<file path="config.mk">
export PLATFORM = sky130hd
export DESIGN_NAME = capture_downsampler
export DESIGN_NICKNAME = d
export VERILOG_FILES = /design/src/rtl/cam_pkg.sv /design/src/rtl/rgb565_to_gray.sv /design/src/rtl/capture_downsampler.sv
export SDC_FILE = /design/constraint.sdc
export NUM_CORES = 1
export LEC_CHECK = 0
export ABC_AREA = 0
export CORE_MARGIN = 4
export CORE_UTILIZATION = 45
export DETAILED_ROUTE_END_ITERATION = 6
export SLEW_MARGIN = 30
export SYNTH_ARGS = -nofsm -noshare
export SYNTH_HDL_FRONTEND = slang
export SYNTH_HIERARCHICAL = 1
export SYNTH_SLANG_ARGS = --single-unit
</file>
<file path="constraint.sdc">
create_clock -name clk_100MHz -period 6.45 [get_ports clk_100MHz]
set_input_delay 0.9675 -clock clk_100MHz [delete_from_list [all_inputs] [get_ports clk_100MHz]]
set_output_delay 0.9675 -clock clk_100MHz [all_outputs]
set_load 0.02 [all_outputs]
</file>
<file path="src/rtl/cam_pkg.sv">
// Shared constants and types for the camera capture / downsampling path.
// Holds the default frame geometry, the output image size and the FSM state type.
package cam_pkg;

  localparam int OUT_DIM       = 28;
  localparam int BLOCK         = 16;
  localparam int SRC_W_DEFAULT = 640;
  localparam int SRC_H_DEFAULT = 480;
  localparam int IMG_WORDS     = OUT_DIM * OUT_DIM;
  localparam int ADDR_W        = 10;
  localparam int GRAY_W        = 8;

  typedef struct packed {
    logic [4:0] r;
    logic [5:0] g;
    logic [4:0] b;
  } rgb565_t;

  typedef enum logic [1:0] {
    IDLE     = 2'd0,
    WAIT_SOF = 2'd1,
    ACTIVE   = 2'd2
  } cd_state_t;

endpackage

</file>
<file path="src/rtl/rgb565_to_gray.sv">
// Combinational RGB565 -> 8-bit luma: channels widened by bit replication,
// then gray = (R + 2G + B) / 4 with truncation.
module rgb565_to_gray
  import cam_pkg::*;
(
  input  logic [15:0] pix,
  output logic [7:0]  gray
);

  rgb565_t    p;
  logic [7:0] r8;
  logic [7:0] g8;
  logic [7:0] b8;
  logic [9:0] sum;

  always_comb begin
    p    = rgb565_t'(pix);
    r8   = {p.r, p.r[4:2]};
    g8   = {p.g, p.g[5:4]};
    b8   = {p.b, p.b[4:2]};
    sum  = 10'(r8) + {1'b0, g8, 1'b0} + 10'(b8);
    gray = 8'(sum >> 2);
  end

endmodule

</file>
<file path="src/rtl/capture_downsampler.sv">
// Turns one armed RGB565 frame into a DIM x DIM grayscale image: centred crop,
// luma conversion and BLK x BLK box averaging, written word by word to the image buffer.
module capture_downsampler
  import cam_pkg::*;
#(
  parameter int SRC_W = SRC_W_DEFAULT,
  parameter int SRC_H = SRC_H_DEFAULT,
  parameter int DIM   = OUT_DIM,
  parameter int BLK   = BLOCK
)(
  input  logic        clk_100MHz,
  input  logic        reset,
  input  logic        arm,
  input  logic        pix_valid,
  input  logic [15:0] pix_data,
  input  logic        pix_sof,
  input  logic        pix_eol,
  output logic        wr_en,
  output logic [9:0]  wr_addr,
  output logic [7:0]  wr_data,
  output logic        busy,
  output logic        frame_done
);

  localparam int LOG_BLK = $clog2(BLK);
  localparam int WIN     = DIM * BLK;
  localparam int X0      = (SRC_W - WIN) / 2;
  localparam int Y0      = (SRC_H - WIN) / 2;
  localparam int XW      = $clog2(SRC_W + 1);
  localparam int YW      = $clog2(SRC_H + 1);
  localparam int CW      = (DIM > 1) ? $clog2(DIM) : 1;
  localparam int DW      = LOG_BLK + CW;
  localparam int ACC_W   = 2 * LOG_BLK + GRAY_W;

  localparam logic [XW-1:0]     X_LO      = XW'(X0);
  localparam logic [XW-1:0]     X_HI      = XW'(X0 + WIN);
  localparam logic [XW-1:0]     X_MAX     = XW'(SRC_W);
  localparam logic [YW-1:0]     Y_LO      = YW'(Y0);
  localparam logic [YW-1:0]     Y_HI      = YW'(Y0 + WIN);
  localparam logic [YW-1:0]     Y_MAX     = YW'(SRC_H);
  localparam logic [ADDR_W-1:0] LAST_ADDR = ADDR_W'(DIM * DIM - 1);

  cd_state_t         state;
  cd_state_t         state_next;
  logic [XW-1:0]     x;
  logic [YW-1:0]     y;

  logic              accept;
  logic              start;
  logic              abort;
  logic              last_write;
  logic [XW-1:0]     cx;
  logic [YW-1:0]     cy;
  logic              in_win;
  logic [DW-1:0]     dx;
  logic [DW-1:0]     dy;
  logic [7:0]        gray;

  logic              s1_valid;
  logic              s1_emit;
  logic [7:0]        s1_gray;
  logic [CW-1:0]     s1_col;
  logic [CW-1:0]     s1_row;

  logic [ACC_W-1:0]  acc [DIM];

  rgb565_to_gray u_luma (
    .pix  (pix_data),
    .gray (gray)
  );

  // A sof pixel is coordinate (0,0) regardless of where the counters stood.
  always_comb begin
    accept     = pix_valid && ((state == ACTIVE) || ((state == WAIT_SOF) && pix_sof));
    start      = accept && pix_sof;
    abort      = start && (state == ACTIVE);
    last_write = wr_en && (wr_addr == LAST_ADDR);
    cx         = pix_sof ? '0 : x;
    cy         = pix_sof ? '0 : y;
    in_win     = accept && (cx >= X_LO) && (cx < X_HI) && (cy >= Y_LO) && (cy < Y_HI);
    dx         = DW'(cx - X_LO);
    dy         = DW'(cy - Y_LO);
  end

  always_comb begin
    state_next = state;
    unique case (state)
      IDLE:     if (arm) state_next = WAIT_SOF;
      WAIT_SOF: if (pix_valid && pix_sof) state_next = ACTIVE;
      ACTIVE:   if (last_write) state_next = IDLE;
      default:  state_next = IDLE;
    endcase
  end

  always_ff @(posedge clk_100MHz) begin
    if (reset) state <= IDLE;
    else       state <= state_next;
  end

  // Counters saturate at the frame size so overlong lines/frames never wrap into the window.
  always_ff @(posedge clk_100MHz) begin
    if (reset) begin
      x <= '0;
      y <= '0;
    end else if (accept) begin
      if (pix_eol) begin
        x <= '0;
        y <= (cy == Y_MAX) ? cy : cy + YW'(1);
      end else begin
        x <= (cx == X_MAX) ? cx : cx + XW'(1);
        y <= cy;
      end
    end
  end

  always_ff @(posedge clk_100MHz) begin
    if (reset) begin
      s1_valid <= 1'b0;
      s1_emit  <= 1'b0;
      s1_gray  <= '0;
      s1_col   <= '0;
      s1_row   <= '0;
    end else begin
      s1_valid <= in_win;
      s1_emit  <= in_win && (&dx[LOG_BLK-1:0]) && (&dy[LOG_BLK-1:0]);
      if (in_win) begin
        s1_gray <= gray;
        s1_col  <= dx[DW-1:LOG_BLK];
        s1_row  <= dy[DW-1:LOG_BLK];
      end
    end
  end

  // A restart wipes every partial block sum; an emitting pixel closes its column's block.
  always_ff @(posedge clk_100MHz) begin
    if (reset || abort) begin
      for (int i = 0; i < DIM; i++) acc[i] <= '0;
    end else if (s1_valid) begin
      if (s1_emit) acc[s1_col] <= '0;
      else         acc[s1_col] <= acc[s1_col] + ACC_W'(s1_gray);
    end
  end

  always_ff @(posedge clk_100MHz) begin
    if (reset) begin
      wr_en      <= 1'b0;
      wr_addr    <= '0;
      wr_data    <= '0;
      frame_done <= 1'b0;
    end else begin
      wr_en      <= s1_valid && s1_emit;
      frame_done <= last_write;
      if (s1_valid && s1_emit) begin
        wr_addr <= ADDR_W'(s1_row) * ADDR_W'(DIM) + ADDR_W'(s1_col);
        wr_data <= 8'((acc[s1_col] + ACC_W'(s1_gray)) >> (2 * LOG_BLK));
      end
    end
  end

  assign busy = (state != IDLE);

endmodule

</file>
### Word level (Yosys, flattened, before mapping)

Memories as Yosys holds them, arrays and structs flattened. A register that Yosys moved wholly into a read port is not among the register bits.
Index checks and enable logic that the tools add are counted.

| word-level totals | value |
|---|---|
| register bits after elaboration | 61 |
| RAM bits | 448 |
| bits of input ports | 22 |
| output and inout bits | 21 |
| memories | 1 |

Memory list:

| name | words | bits a word | read ports | clocked after Yosys merged registers in | wr ports | RTL line | source |
|---|---|---|---|---|---|---|---|
| acc | 28 | 16 | 1 | 1 | 28 | capture_downsampler.sv:65 | `logic [ACC_W-1:0] acc [DIM];` |

| operators by class | value |
|---|---|
| $add $sub $neg | 8 |
| multipliers | 1 |
| $lt $le $gt $ge | 4 |
| eq/ne operators | 8 |
| muxes and demuxes | 26 |
| bitwise gates (word level) | 1 |
| reductions and logical operators | 21 |

Operator list:

| cell | number |
|---|---|
| 16-bit two-way mux | 2 |
| 10-bit two-way mux | 3 |
| 9-bit two-way mux | 3 |
| 10-bit == test (second input constant) | 2 |
| 16-bit by 8-bit adder with 16-bit output | 1 |
| 16-bit OR reduction | 1 |
| 5-bit two-way mux | 3 |
| 1-bit logical AND | 13 |
| 1-bit two-way mux | 11 |
| 10-bit by 1-bit adder with 10-bit output (second input constant) | 1 |
| 10-bit by 5-bit adder with 10-bit output | 1 |
| 10-bit by 8-bit adder with 10-bit output | 1 |
| 8-bit by 9-bit adder with 10-bit output | 1 |
| 10-bit by 7-bit >= comparator with 1-bit output (second input constant) | 1 |
| 10-bit less-than comparator (second input constant) | 1 |
| 9-bit by 1-bit adder with 9-bit output (second input constant) | 1 |
| 9-bit == test (second input constant) | 1 |
| 9-bit by 5-bit >= comparator with 1-bit output (second input constant) | 1 |
| 9-bit less-than comparator (second input constant) | 1 |
| 9-bit by 5-bit subtractor with 9-bit output (second input constant) | 1 |
| 9-bit by 7-bit subtractor with 9-bit output (second input constant) | 1 |
| 5-bit by 3-bit multiplier with 8-bit output (second input constant) | 1 |
| 4-bit AND reduction | 2 |
| 2-bit two-way mux | 3 |
| other kinds (10) | 12 |

### Depth between registers and ports, before layout

| logic depth | value |
|---|---|
| depth after elaboration | 12 |
| gate-level depth with buffers | 20 |

### Cells and area by module

The synthesis kept the hierarchy.

Modules (own cells, without submodules):

| module | instances | cells each | area an instance (um^2) | sequential area each (um^2) |
|---|---|---|---|---|
| capture_downsampler | 1 | 1890 | 26223.9 | 16696.0 |
| rgb565_to_gray | 1 | 55 | 503.0 | 0.0 |

### Worst setup path before layout

No wires, ideal clock.

| path | value |
|---|---|
| kind | reg-to-reg |
| start point | reg with a tool-made name |
| end point | mem acc[28][10] in the netlist's numbering (data pin) |
| data arrival time | 5.079 ns |
| slack | 1.095 ns |
| stages on the path, launching flop included | 19 |
| clock period less this slack | 5.355 ns |
| path through | dfxtp_1 > buf_2 > clkbuf_1 > buf_1 > buf_2 > mux4_2 > mux4_2 > mux2_2 > ha_1 > fa_1 > a21o_1 > a21oi_1 > o21bai_1 > a21oi_1 > nor4_1 > o21ai_0 > clkbuf_1 > clkbuf_1 > inv_1 |

RTL lines:

| what | RTL line |
|---|---|
| end: declaration | capture_downsampler.sv:65 |

==> report_table.html <==
<table>
<tr><th>Metric</th><th>Value</th></tr>
<tr><th colspan="2">Clock tree</th></tr>
<tr><td>Total setup buffers inserted after CTS</td><td>0</td></tr>
<tr><td>Clock latency reported for the late side of the worst-skew pair</td><td>640 ps</td></tr>
<tr><td>Total CTS buffers</td><td>59</td></tr>
<tr><td>CTS Buffer Depth</td><td>3</td></tr>
<tr><td>CTS Hold Buffers Added</td><td>0</td></tr>
<tr><td>Number of instances resized during post-cts repair</td><td>0</td></tr>
<tr><td>Clock Sink Count</td><td>578</td></tr>
<tr><td>Clock input transition at the sequential cells of the worst setup and hold paths</td><td>60 ps</td></tr>
<tr><td>Clk root buf</td><td>sky130_fd_sc_hd__clkbuf_16</td></tr>
<tr><td>H-tree depth</td><td>2</td></tr>
<tr><td>Clock tree from TritonCTS</td><td>done</td></tr>
<tr><th colspan="2">Detailed routing</th></tr>
<tr><td>Vias per inst</td><td>5.96</td></tr>
<tr><td>DRC errors left</td><td>0</td></tr>
<tr><td>Pre-Repair DR Iteration Count</td><td>5</td></tr>
<tr><td>Wirelength per Cell</td><td>26.1 um</td></tr>
<tr><td>Antenna violation net count after detailed routing</td><td>0</td></tr>
<tr><td>Number of vias in the routed layout</td><td>16600</td></tr>
<tr><td>Detailed router's first-iteration violation count</td><td>1714</td></tr>
<tr><td>Routed WL</td><td>72.7 mm</td></tr>
<tr><th colspan="2">STA</th></tr>
<tr><td>Pins over their slew limit</td><td>0</td></tr>
<tr><td>Fin crit period</td><td>5400 ps</td></tr>
<tr><td>Final TNS setup</td><td>0 ps</td></tr>
<tr><td>Hold_ws</td><td>473 ps</td></tr>
<tr><td>Actual transition at the worst max-transition pin</td><td>984 ps</td></tr>
<tr><td>F_max</td><td>0.185 GHz</td></tr>
<tr><td>Endpoints failing setup</td><td>0</td></tr>
<tr><td>Number of hold violations in the final report</td><td>0</td></tr>
<tr><td>Final clock period utilization by the worst path</td><td>0.838</td></tr>
<tr><td>Clock tree skew after final layout</td><td>34.8 ps</td></tr>
<tr><td>Relative slew slack</td><td>0.342</td></tr>
<tr><td>Unrepaired setup endpoints after global routing</td><td>false</td></tr>
<tr><th colspan="2">Pwr</th></tr>
<tr><td>Worst ir drop on vdd</td><td>0.255 mV</td></tr>
<tr><td>Pwr/cell area</td><td>265 nW/um^2</td></tr>
<tr><td>P_leak</td><td>0.00971 uW</td></tr>
<tr><th colspan="2">Die</th></tr>
<tr><td>IO Count</td><td>43</td></tr>
<tr><td>Die area</td><td>63400 sq um</td></tr>
<tr><td>Num rows</td><td>89</td></tr>
<tr><td>Height of the chip</td><td>252 um</td></tr>
<tr><td>Core Region</td><td>58900 sq um</td></tr>
<tr><td>Starting utilization of the core area</td><td>0.454</td></tr>
<tr><td>Horizontal die dimension</td><td>252 um</td></tr>
<tr><th colspan="2">Placed design</th></tr>
<tr><td>RD Place Congestion</td><td>0.868</td></tr>
<tr><td>Input/output buffers</td><td>42</td></tr>
<tr><td>Post-DP Area</td><td>28100 sq um</td></tr>
<tr><td>HPWL after detailed placement</td><td>45.4 mm</td></tr>
<tr><th colspan="2">Final layout</th></tr>
<tr><td>Combined flip-flop and latch cell area</td><td>16700 sq um</td></tr>
<tr><td>Area Growth Syn to Fin</td><td>12.6%</td></tr>
<tr><td>Ratio of cells with drive above 1 in the final layout</td><td>0.186</td></tr>
<tr><td>Post-layout net count</td><td>2032</td></tr>
<tr><td>Number of fill cells in the layout</td><td>4985</td></tr>
<tr><td>Area occupied by multi-input gates</td><td>9280 sq um</td></tr>
<tr><td>Post-route cell area</td><td>30100 sq um</td></tr>
<tr><th colspan="2">Setup path</th></tr>
<tr><td>Critical path's largest stage delay</td><td>890 ps</td></tr>
<tr><td>Data arrival time of the critical path</td><td>5730 ps</td></tr>
<tr><td>Cell count of the worst reg-to-reg path</td><td>14</td></tr>
<tr><td>Crit-path leading delay family</td><td>multiplexers</td></tr>
<tr><td>Worst Setup Start Kind</td><td>register</td></tr>
<tr><td>Kind of end point of the critical path</td><td>register</td></tr>
<tr><td>Required time of the worst setup path</td><td>6780 ps</td></tr>
<tr><td>Library cell contributing the largest single delay on the critical path</td><td>sky130_fd_sc_hd__dfxtp_4</td></tr>
<tr><td>Buf/Inv on CP</td><td>2</td></tr>
<tr><td>Maximum fanout along the worst path</td><td>42</td></tr>
<tr><td>Series of cell instances along the critical path</td><td>buf_12 &gt; mux4_2 &gt; mux4_2 &gt; mux2_2 &gt; ha_1 &gt; fa_1 &gt; a21o_1 &gt; a21oi_1 &gt; o21bai_1 &gt; a21oi_1 &gt; xnor2_1 &gt; nand2_1 &gt; buf_4 &gt; nor2_1</td></tr>
<tr><td>Worst Setup Path Type</td><td>reg2reg</td></tr>
<tr><td>Logic depth of the worst path, buffers included</td><td>14</td></tr>
<tr><th colspan="2">Synthesis</th></tr>
<tr><td>Total of flip-flops plus latches after synthesis</td><td>578</td></tr>
<tr><td>Synthesized area</td><td>26700 sq um</td></tr>
<tr><td>Mean instance size in the synthesized netlist</td><td>13.7 sq um</td></tr>
<tr><td>Asr flop ratio synth</td><td>0</td></tr>
<tr><td>Number of enable-type register cells in the synthesized netlist</td><td>512</td></tr>
<tr><td>Yosys cell types</td><td>75</td></tr>
<tr><td>Total of warnings raised by yosys</td><td>6</td></tr>
<tr><td>Total nets after synthesis</td><td>2016</td></tr>
<tr><td>Mapped Cells</td><td>1945</td></tr>
<tr><td>Fraction of the yosys area taken by sequential cells</td><td>0.625</td></tr>
<tr><td>Commonest register cell after synthesis</td><td>sky130_fd_sc_hd__edfxtp_1</td></tr>
<tr><th colspan="2">Global route</th></tr>
<tr><td>Antenna violations before repair</td><td>4</td></tr>
<tr><td>Via count of the first global-routing pass</td><td>16700</td></tr>
<tr><td>Most utilized layer in the global route result</td><td>met2</td></tr>
<tr><td>Met2 Usage GRT</td><td>0.375</td></tr>
<tr><td>Overall overflow remaining after global route</td><td>0</td></tr>
<tr><td>Combined global-route utilization of all metal layers</td><td>0.229</td></tr>
<tr><td>Met3 GRT Util</td><td>0.0423</td></tr>
<tr><td>Met1 Usage GRT</td><td>0.315</td></tr>
<tr><td>Wire length of the first global-routing pass</td><td>109 mm</td></tr>
<tr><td>Maximum number of pins on one net before global-route repair</td><td>69</td></tr>
<tr><th colspan="2">Worst hold path</th></tr>
<tr><td>Number of cells on the worst hold path</td><td>2</td></tr>
<tr><td>Type of the tightest min-delay check</td><td>reg2reg</td></tr>
<tr><th colspan="2">Run</th></tr>
<tr><td>Max-cap violations</td><td>0</td></tr>
<tr><th colspan="2">Outcome</th></tr>
<tr><td>Result of the run</td><td>complete, no violations</td></tr>
</table>
## Yosys cell counts, types with 29 or more instances
cell	n	area share
sky130_fd_sc_hd__mux4_2	129	0.11
sky130_fd_sc_hd__dfxtp_1	66	0.049
sky130_fd_sc_hd__nor3_1	102	0.019
sky130_fd_sc_hd__nand2_1	120	0.017
sky130_fd_sc_hd__clkbuf_1	112	0.016
sky130_fd_sc_hd__edfxtp_1	512	0.58
sky130_fd_sc_hd__inv_1	31	0.0044
sky130_fd_sc_hd__ha_1	34	0.016
sky130_fd_sc_hd__nor2_1	413	0.058
sky130_fd_sc_hd__a211oi_2	29	0.014
sky130_fd_sc_hd__a21oi_1	47	0.0088
## power breakdown
part / total (uW) / leakage, uW / switching [uW] / internal (uW)
Clock: 3480 / 0.000940 / 1470 / 2000
Combinational: 313 / 0.00312 / 201 / 112
Sequential: 4180 / 0.00565 / 27.2 / 4150
Total: 7970 / 0.00971 / 1700 / 6270
## layout make-up
cell class                 count  area share
tap                          773      0.0321
clock inverter                38      0.0143
antenna                        1   0.0000832
timing repair buffer         118      0.0357
multi-input combinational   1173       0.308
sequential                   578       0.555
inverter                      31     0.00387
clock buffer                  70      0.0504
## cells in the final DEF (no fill, tap or decap), types with 13 or more instances in the layout
master	n
sky130_fd_sc_hd__a21oi_1	47
sky130_fd_sc_hd__a211oi_2	29
sky130_fd_sc_hd__buf_4	69
sky130_fd_sc_hd__clkbuf_16	59
sky130_fd_sc_hd__o21ai_0	15
sky130_fd_sc_hd__mux4_1	13
sky130_fd_sc_hd__ha_1	34
sky130_fd_sc_hd__nor2_1	412
sky130_fd_sc_hd__dfxtp_1	63
sky130_fd_sc_hd__nor3_1	100
sky130_fd_sc_hd__xnor2_1	21
sky130_fd_sc_hd__fa_1	15
sky130_fd_sc_hd__nand3_1	23
sky130_fd_sc_hd__inv_1	31
sky130_fd_sc_hd__mux2_2	14
sky130_fd_sc_hd__o22ai_1	23
sky130_fd_sc_hd__nand2_1	114
sky130_fd_sc_hd__edfxtp_1	512
sky130_fd_sc_hd__mux2i_1	17
sky130_fd_sc_hd__clkdlybuf4s50_1	41
sky130_fd_sc_hd__nor2b_1	14
sky130_fd_sc_hd__mux4_2	129
## tightest hold or removal path: cells and delay by family, from the launching register on
family	cells	cell delay (ps)
simple gates	1	60
flops	1	320
compound gates	1	50
## registers in the layout, summed over array words and instances (netlist names), named ones only
name	count
wr_data	8
y	9
s1_col	5
wr_addr	10
s1_valid	1
s1_gray	8
x	10
s1_emit	1
s1_row	5
acc	512
state	2
wr_en	1
frame_done	1
## logic make-up (layout without fill, tap and decap cells)
logic type | Yosys count | after routing | share of synthesized area
AO/OA/AOI/OAI | 171 | 171 | 0.0473
XOR/XNOR | 30 | 30 | 0.00983
flip-flops | 578 | 578 | 0.625
buffers and inverters | 194 | 257 | 0.0320
multiplexers | 173 | 173 | 0.134
adder cells (fa/ha/maj) | 49 | 49 | 0.0272
other | 0 | 1 | 0
AND/OR/NAND/NOR | 750 | 750 | 0.125
## per-layer routing
metal	share of wire	vias to the layer above	routed length [um]
met5	0	-	0
met4	0.032	0	2300
met3	0.073	136	5300
met2	0.48	644	35200
met1	0.41	8523	29900
li1	-	7290	-
## final timing paths
check	startpoint	endpoint	slack [ps]
max	register	acc[5][6]$_SDFFCE_PN0P_	1050
min	wr_data[5]$_SDFFE_PP0P_	wr_data[5]$_SDFFE_PP0P_	470
max reg2reg	register	acc[5][6]$_SDFFCE_PN0P_	1050
min reg2reg	wr_data[5]$_SDFFE_PP0P_	wr_data[5]$_SDFFE_PP0P_	470
## metrics by stage
step	power, uW	std cells	setup WS (ps)	utilization
after global routing	8200	2781	699	0.511
after global placement	4560	2673	1080	0.477
final	7970	2782	1050	0.511
after floorplan	4440	1945	1100	-
after CTS	8010	2781	984	0.511
after detailed placement	4570	2673	1020	0.478
No activity file was read; power rests on OpenSTA's default activity.
